$ cat config.mk
export PLATFORM = sky130hd
export DESIGN_NAME = audio_pwm_out
export DESIGN_NICKNAME = d
export VERILOG_FILES = /design/src/rtl/audio_pwm_out.sv
export SDC_FILE = /design/constraint.sdc
export NUM_CORES = 1
export LEC_CHECK = 0
export CAP_MARGIN = 10
export CORE_MARGIN = 5
export CORE_UTILIZATION = 30
export CTS_CLUSTER_DIAMETER = 80
export DETAILED_ROUTE_END_ITERATION = 6
export HOLD_SLACK_MARGIN = 0.02
export PLACE_DENSITY = 0.43
export SLEW_MARGIN = 10
export SYNTH_ARGS = -nofsm -noshare
export SYNTH_HDL_FRONTEND = slang
export SYNTH_SLANG_ARGS = --single-unit
$ cat constraint.sdc
create_clock -name clk_in -period 5.4 [get_ports clk_in]
set_input_delay 0.81 -clock clk_in [delete_from_list [all_inputs] [get_ports clk_in]]
set_output_delay 0.81 -clock clk_in [all_outputs]
set_load 0.02 [all_outputs]
$ cat src/rtl/audio_pwm_out.sv
// audio_pwm_out: buffers signed 8-bit samples and plays them as 256-cycle-frame PWM.
// Latency: a buffered sample is loaded at pwm_cnt==255 and reaches pwm_out two cycles later.
// Backpressure: sample_ready_out is low while the buffer is full; underrun_out pulses if a frame starts empty.
//
// Ports:
//   clk_in           system clock, rising edge
//   rst_in           synchronous reset, active low
//   sample_in        signed two's-complement sample, qualified by sample_valid_in
//   sample_valid_in  producer offers sample_in this cycle
//   sample_ready_out buffer has room (registered state only)
//   pwm_out          registered PWM bit, high for 'duty' cycles of each 256-cycle frame
//   underrun_out     one-cycle pulse: the frame just started with an empty buffer
//   fill_out         buffer occupancy, 0..FIFO_DEPTH

module audio_pwm_out #(
    parameter int FIFO_DEPTH = 4
) (
    input  logic                          clk_in,
    input  logic                          rst_in,
    input  logic [7:0]                    sample_in,
    input  logic                          sample_valid_in,
    output logic                          sample_ready_out,
    output logic                          pwm_out,
    output logic                          underrun_out,
    output logic [$clog2(FIFO_DEPTH):0]   fill_out
);

    localparam int AW = $clog2(FIFO_DEPTH);
    localparam int FW = AW + 1;
    localparam logic [FW-1:0] FULL_LVL = FW'(FIFO_DEPTH);

    logic [7:0]    mem_q [FIFO_DEPTH];
    logic [AW-1:0] wr_ptr_q, wr_ptr_d;
    logic [AW-1:0] rd_ptr_q, rd_ptr_d;
    logic [FW-1:0] fill_q, fill_d;
    logic [7:0]    cnt_q, cnt_d;
    logic [7:0]    duty_q, duty_d;
    logic          pwm_q, pwm_d;
    logic          underrun_q, underrun_d;

    logic frame_end;
    logic push;
    logic pop;

    // Ready comes from the registered fill level only, so a pop in the same
    // cycle as a full buffer does not let a push through until the next cycle.
    assign sample_ready_out = (fill_q != FULL_LVL);
    assign frame_end        = (cnt_q == 8'hFF);
    assign push             = sample_valid_in && sample_ready_out;
    // Pop decision uses the pre-push fill, so a sample arriving on the frame
    // boundary into an empty buffer waits for the next boundary.
    assign pop              = frame_end && (fill_q != '0);

    always_comb begin
        wr_ptr_d   = wr_ptr_q;
        rd_ptr_d   = rd_ptr_q;
        fill_d     = fill_q;
        duty_d     = duty_q;
        cnt_d      = cnt_q + 8'd1;
        // Compare uses the duty currently in effect; a duty loaded at count 255
        // therefore first shows up in the compare at count 0.
        pwm_d      = (cnt_q < duty_q);
        underrun_d = frame_end && (fill_q == '0);

        if (push) begin
            wr_ptr_d = wr_ptr_q + AW'(1);
        end

        if (pop) begin
            rd_ptr_d = rd_ptr_q + AW'(1);
            // Signed sample to offset binary: -128 -> 0, 0 -> 128, +127 -> 255.
            duty_d   = mem_q[rd_ptr_q] ^ 8'h80;
        end

        case ({push, pop})
            2'b10:   fill_d = fill_q + FW'(1);
            2'b01:   fill_d = fill_q - FW'(1);
            default: fill_d = fill_q;
        endcase
    end

    always_ff @(posedge clk_in) begin
        if (!rst_in) begin
            wr_ptr_q   <= '0;
            rd_ptr_q   <= '0;
            fill_q     <= '0;
            cnt_q      <= 8'd0;
            duty_q     <= 8'd128;
            pwm_q      <= 1'b0;
            underrun_q <= 1'b0;
        end else begin
            wr_ptr_q   <= wr_ptr_d;
            rd_ptr_q   <= rd_ptr_d;
            fill_q     <= fill_d;
            cnt_q      <= cnt_d;
            duty_q     <= duty_d;
            pwm_q      <= pwm_d;
            underrun_q <= underrun_d;
        end
    end

    // Sample storage needs no reset: the pointers and fill level define validity.
    always_ff @(posedge clk_in) begin
        if (rst_in && push) begin
            mem_q[wr_ptr_q] <= sample_in;
        end
    end

    assign pwm_out      = pwm_q;
    assign underrun_out = underrun_q;
    assign fill_out     = fill_q;

endmodule

==> results of run 1 <==
-- cell type report --
class                   instances  area (µm²)
flip-flops and latches         59        1501
clock buffers                  10       127.6
repair buffers                 17       167.7
clock inverters                 6       65.06
multi-input cells              96       857.1
well taps                     105       131.4
fillers                       773        5197
inverters                      23       86.33
-- routing by layer --
metal  vias to the layer above  global-route usage  part of all wire
li1                        724                   -                 -
met1                       709              0.1105              0.45
met2                        17              0.1656              0.49
met3                         7             0.04360             0.043
met4                         0             0.04294             0.016
met5                         -                   0                 0
-- registers in the layout (all words and copies together), names as in the netlist, named ones only --
name	flops
duty_q	8
mem_q	32
underrun_out	1
rd_ptr_q	2
cnt_q	8
wr_ptr_q	2
pwm_out	1
fill_out	3
-- layout by cell type (no fill, tap or decap), types with 5 or more instances in the layout --
cell,instances
clkdlybuf4s50_1,16
o32ai_1,6
clkbuf_8,9
a21oi_1,9
inv_1,22
edfxtp_1,32
dfxtp_1,27
nor2_1,7
mux4_2,8
ha_1,13
o21ai_0,5
-- worst max-delay path by stage --
stage,start,end,slack [ps],cells after the start
3_5_place_dp,sample_valid_in,fill_out[2]$_SDFFE_PN0P_,2520,9
6_report,fill_out[2]$_SDFFE_PN0P_,sample_ready_out,2810,2
3_3_place_gp,sample_valid_in,fill_out[2]$_SDFFE_PN0P_,2630,9
4_1_cts,fill_out[2]$_SDFFE_PN0P_,sample_ready_out,2770,2
2_1_floorplan,fill_out[2]$_SDFFE_PN0P_,fill_out[2]$_SDFFE_PN0P_,2850,10
5_1_grt,cnt_q[1]$_SDFF_PN0_,fill_out[2]$_SDFFE_PN0P_,2670,10
-- metrics by stage --
| step | utilization | instance area [µm²] | setup WS [ps] |
|---|---|---|---|
| final | 0.3610 | 2937 | 2812 |
| after global routing | 0.3610 | 2937 | 2666 |
| after CTS | 0.3610 | 2937 | 2774 |
| after detailed placement | 0.3373 | 2744 | 2521 |
| after global placement | 0.3373 | 2744 | 2627 |
| after floorplan | - | 2486 | 2851 |
-- critical path, stage by stage (launching register included) --
cell and delay [ps]:
dfxtp_1 400, or3b_1 460, clkdlybuf4s50_1 580
-- report_power, final --
part	switching (mW)	total (mW)	internal, mW
clock	0.171	0.383	0.213
combinational	0.0272	0.0499	0.0227
sequential	0.00709	0.491	0.484
-- kinds of logic after synthesis --
group / Yosys count / share of synthesized area
multiplexers: 10 / 0.08052
XOR/XNOR: 5 / 0.01762
AO/OA/AOI/OAI: 30 / 0.08454
buffers and inverters: 31 / 0.05133
flip-flops: 59 / 0.6039
adder cells (fa/ha/maj): 14 / 0.07348
AND/OR/NAND/NOR: 37 / 0.08858
==> run_results.csv, run 1 <==
group,metric,value,unit
run_status,status,"finished, final reports clean",
global_route,grt_overflow_total,0,
die,dieArea,10210,µm²
die,core_area,8134,µm²
setup_path,worstReg2RegEnd,"fill_out[2]$_SDFFE_PN0P_",
setup_path,r2r_start,"cnt_q[1]$_SDFF_PN0_",
sta,layout_min_cycle_time,2588,ps
placed_design,port_buffers,16,
synth,synthTopCellsByArea,"edfxtp_1 39%, dfxtp_1 22%, mux4_2 7.2%",
power_and_ir_drop,p_leak,1.012,nW
min_path,hold_path.class,"reg2reg",
final_layout,area_growth,18.12,%
power_and_ir_drop,finalPower,923.9,µW
detailed_routing,drc,0,
synth,ys_warn_count,0,
setup_path,crit_path_start_kind,"flop",
detailed_routing,postRouteAntennaNets,0,
min_path,hold_depth,1,
final_layout,stdcell_count,316,
final_layout,n_antenna_cell,0,
placed_design,hpwl,3.194,mm
synth,synth_nets,211,
die,start_util,0.3056,
cts,postCtsSetupBuffers,0,
detailed_routing,wl_per_cell,14.43,µm
synth,syn_inst,186,
detailed_routing,drtPass1Iterations,4,
global_route,grtUsageTotal,0.09955,
synth,synth_area_leader_cell,"edfxtp_1",
setup_path,reg2reg_depth,10,
setup_path,worstSetupEndpointType,"output port",
setup_path,criticalPathCategory,"reg2out",
placed_design,gp_congestion,0.7854,
setup_path,cp.arrival,1780,ps
die,die_w,101.0,µm
cts,clk_latency,330,ps
cts,clockBufferDepth,2,
global_route,antenna_found_initial,0,
synth,async_flop_share,0,
die,fp.dieH,101.0,µm
synth,yosys.area.top_type_share,0.3865,
sta,whs,477.6,ps
sta,tns,0,ps
sta,slew_headroom,0.6217,
sta,tightest_slew,566.7,ps
sta,slew_viol_final,0,
synth,synth_common_cells,"32 x edfxtp_1, 27 x dfxtp_1, 22 x inv_1",
synth,avgSynthCellArea,13.37,µm²
setup_path,crit_path_max_fanout,6,
final_layout,drive_gt1_frac,0.1374,
die,rows,33,
detailed_routing,routed_via_density,4.611,
setup_path,cp.required,4590,ps
cts,clk_pin_slew_worst_paths,70,ps
cts,cts_resized,0,
synth,synth.yosys.seq_area_share,0.6039,
sta,final-hold-violation-count,0,
detailed_routing,wirelength,4.559,mm
sta,min_period_over_period,0.4792,
synth,ys_seq_elements,59,
global_route,grt_max_degree,23,
global_route,grt_pass1_wl,7.507,mm
power_and_ir_drop,powerDensity,314.6,nW/µm²
global_route,first_global_vias,1555,
min_path,min_to,"cnt_q[0]$_SDFF_PN0_",
synth,synth_area,2486,µm²
sta,max_freq,386.4,MHz
sta,clock_skew,8.788,ps
final_layout,fin_nets,231,
synth,synth_edf_count,32,
sta,rsz0062_at_grt,"false",
flow_run,maxCapViolCount,0,
setup_path,reg2reg_slack,2870,ps
cts,hold_buffers,0,
detailed_routing,drt-initial-drc-count,47,
sta,setup_viol,0,
synth,yosysUniqueCellTypes,41,
power_and_ir_drop,peakVddDrop,0.0001258,V
placed_design,dp.cells,300,
cts,cts_buffers,9,
detailed_routing,vias,1457,
cts,htreeDepth,3,
cts,cts_sinks,59,
die,boundaryPins,17,
min_path,hold_start,"cnt_q[0]$_SDFF_PN0_",
synth,synth_ff_type,"edfxtp_1",
cts,cts_tree,"yes",
synth,yosysMostFrequentCell,"edfxtp_1",
cts,cts-root-buf,"clkbuf_8",
Note: power is estimated with default switching activity, not from simulation.
==> run 2, diff against run 1 <==
--- a/config.mk
+++ b/config.mk
@@ -11,7 +11,7 @@
 export CTS_CLUSTER_DIAMETER = 80
 export DETAILED_ROUTE_END_ITERATION = 6
 export HOLD_SLACK_MARGIN = 0.02
-export PLACE_DENSITY = 0.43
+export PLACE_DENSITY = 0.45
 export SLEW_MARGIN = 10
 export SYNTH_ARGS = -nofsm -noshare
 export SYNTH_HDL_FRONTEND = slang
==> constraint.sdc (replaced) <==
create_clock -name clk_in -period 2.23 [get_ports clk_in]
set_input_delay 0.3345 -clock clk_in [delete_from_list [all_inputs] [get_ports clk_in]]
set_output_delay 0.3345 -clock clk_in [all_outputs]
set_load 0.02 [all_outputs]
==> run_results.csv, run 2 (synthesis results as in run 1) <==
group,metric,value,unit
sta,max_freq,465.6,MHz
global_route,antenna_found_initial,0,
detailed_routing,wirelength,4.589,mm
cts,clk_latency,330,ps
placed_design,pre_cts_ws,44.65,ps
global_route,grtUsageTotal,0.1009,
final_layout,final_common_cell,"edfxtp_1",
die,die_w,101.0,µm
cts,cts_buffers,9,
final_layout,fin_nets,248,
detailed_routing,drtPass1Iterations,4,
min_path,hold_path.class,"reg2reg",
cts,postCtsSetupBuffers,0,
power_and_ir_drop,peakVddDrop,0.0003283,V
sta,tns,0,ps
final_layout,design_area,3119,µm²
sta,tightest_slew,548.0,ps
die,start_util,0.3056,
placed_design,placed_area,2908,µm²
cts,cts_sinks,59,
final_layout,top_register,"mem_q",
cts,cts-root-buf,"clkbuf_8",
die,core_area,8134,µm²
final_layout,n_antenna_cell,0,
setup_path,cp.required,2490,ps
detailed_routing,drt-initial-drc-count,46,
placed_design,port_buffers,16,
setup_path,crit_path_max_fanout,6,
sta,min_period_over_period,0.9631,
detailed_routing,routed_via_density,4.535,
die,fp.dieH,101.0,µm
detailed_routing,vias,1510,
global_route,first_global_vias,1521,
final_layout,stdcell_count,333,
setup_path,criticalPathCategory,"reg2reg",
die,dieArea,10210,µm²
detailed_routing,drc,0,
cts,cts_tree,"yes",
sta,rsz0062_at_grt,"false",
cts,hold_buffers,0,
power_and_ir_drop,powerDensity,734.7,nW/µm²
final_layout,largest_register_ffs,32,
setup_path,worstSetupEndpointType,"flop",
cts,htreeDepth,3,
cts,clk_pin_slew_worst_paths,80,ps
detailed_routing,wl_per_cell,13.78,µm
die,boundaryPins,17,
sta,setup_viol,0,
final_layout,top_regs,"mem_q x32, cnt_q x8, duty_q x8",
placed_design,gp_congestion,0.6914,
cts,cts_resized,0,
sta,layout_min_cycle_time,2148,ps
global_route,grt_max_degree,22,
sta,whs,490.4,ps
global_route,grt_pass1_wl,7.624,mm
sta,timing.final.ws_setup,82.21,ps
setup_path,reg2reg_depth,9,
sta,slew_viol_final,0,
placed_design,dp.cells,317,
cts,clockBufferDepth,2,
power_and_ir_drop,finalPower,2.292,mW
flow_run,maxCapViolCount,0,
final_layout,fin_util,0.3835,
final_layout,area_growth,25.47,%
power_and_ir_drop,p_leak,1.117,nW
placed_design,hpwl,3.114,mm
min_path,hold_depth,2,
sta,clock_skew,8.292,ps
final_layout,drive_gt1_frac,0.2588,
run_status,status,"finished, final reports clean",
die,rows,33,
global_route,grt_overflow_total,0,
sta,final-hold-violation-count,0,
final_layout,final_cell_mix,"32 x edfxtp_1, 24 x dfxtp_1, 20 x inv_1",
setup_path,cp.arrival,2410,ps
setup_path,crit_path_start_kind,"flop",
detailed_routing,postRouteAntennaNets,0,
sta,slew_headroom,0.6318,
-- run 2: routing by layer --
metal,routed length [µm],GRT usage,share of wire,vias to the layer above
met5,0,0,0,-
met4,91,0.04908,0.020,0
met3,150,0.03391,0.033,7
met2,2128,0.1514,0.46,19
met1,2218,0.1305,0.48,727
li1,-,-,-,757
-- run 2: area by class of cell --
| class | count | area (µm²) |
|---|---|---|
| inverters | 23 | 86.33 |
| clock inverters | 7 | 78.83 |
| repair buffers | 34 | 295.3 |
| multi-input cells | 96 | 890.9 |
| fillers | 790 | 5015 |
| flip-flops and latches | 59 | 1513 |
| well taps | 105 | 131.4 |
| clock buffers | 9 | 123.9 |
-- run 2: worst max-delay path, stage by stage, from the launching register on --
cell,delay [ps]
dfxtp_4,370
or3b_4,400
and2_4,160
inv_2,60
ha_4,130
inv_2,40
fa_2,340
xor2_1,170
or3_1,310
a21oi_1,120
-- run 2: final timing paths --
path / from / slack, ps / end
max: fill_out[1]$_SDFFE_PN0P_ / 80 / fill_out[2]$_SDFFE_PN0P_
min reg2reg: duty_q[0]$_SDFFE_PN0P_ / 490 / duty_q[0]$_SDFFE_PN0P_
min: duty_q[0]$_SDFFE_PN0P_ / 490 / duty_q[0]$_SDFFE_PN0P_
max reg2reg: fill_out[1]$_SDFFE_PN0P_ / 80 / fill_out[2]$_SDFFE_PN0P_
-- run 2: where the power goes --
group	switching (mW)	total [mW]	leakage (nW)	internal, mW
combinational	0.0692	0.137	0.513	0.0679
clock	0.451	0.972	0.0916	0.520
sequential	0.0137	1.18	0.512	1.17
total	0.534	2.29	1.12	1.76
==> run 3, diff against run 2 <==
--- a/config.mk
+++ b/config.mk
@@ -12,7 +12,7 @@
 export DETAILED_ROUTE_END_ITERATION = 6
 export HOLD_SLACK_MARGIN = 0.02
 export PLACE_DENSITY = 0.45
-export SLEW_MARGIN = 10
+export SLEW_MARGIN = 25
 export SYNTH_ARGS = -nofsm -noshare
 export SYNTH_HDL_FRONTEND = slang
 export SYNTH_SLANG_ARGS = --single-unit
==> results of run 3 <==
Final layout, timing and power as in run 2 (identical DEF).
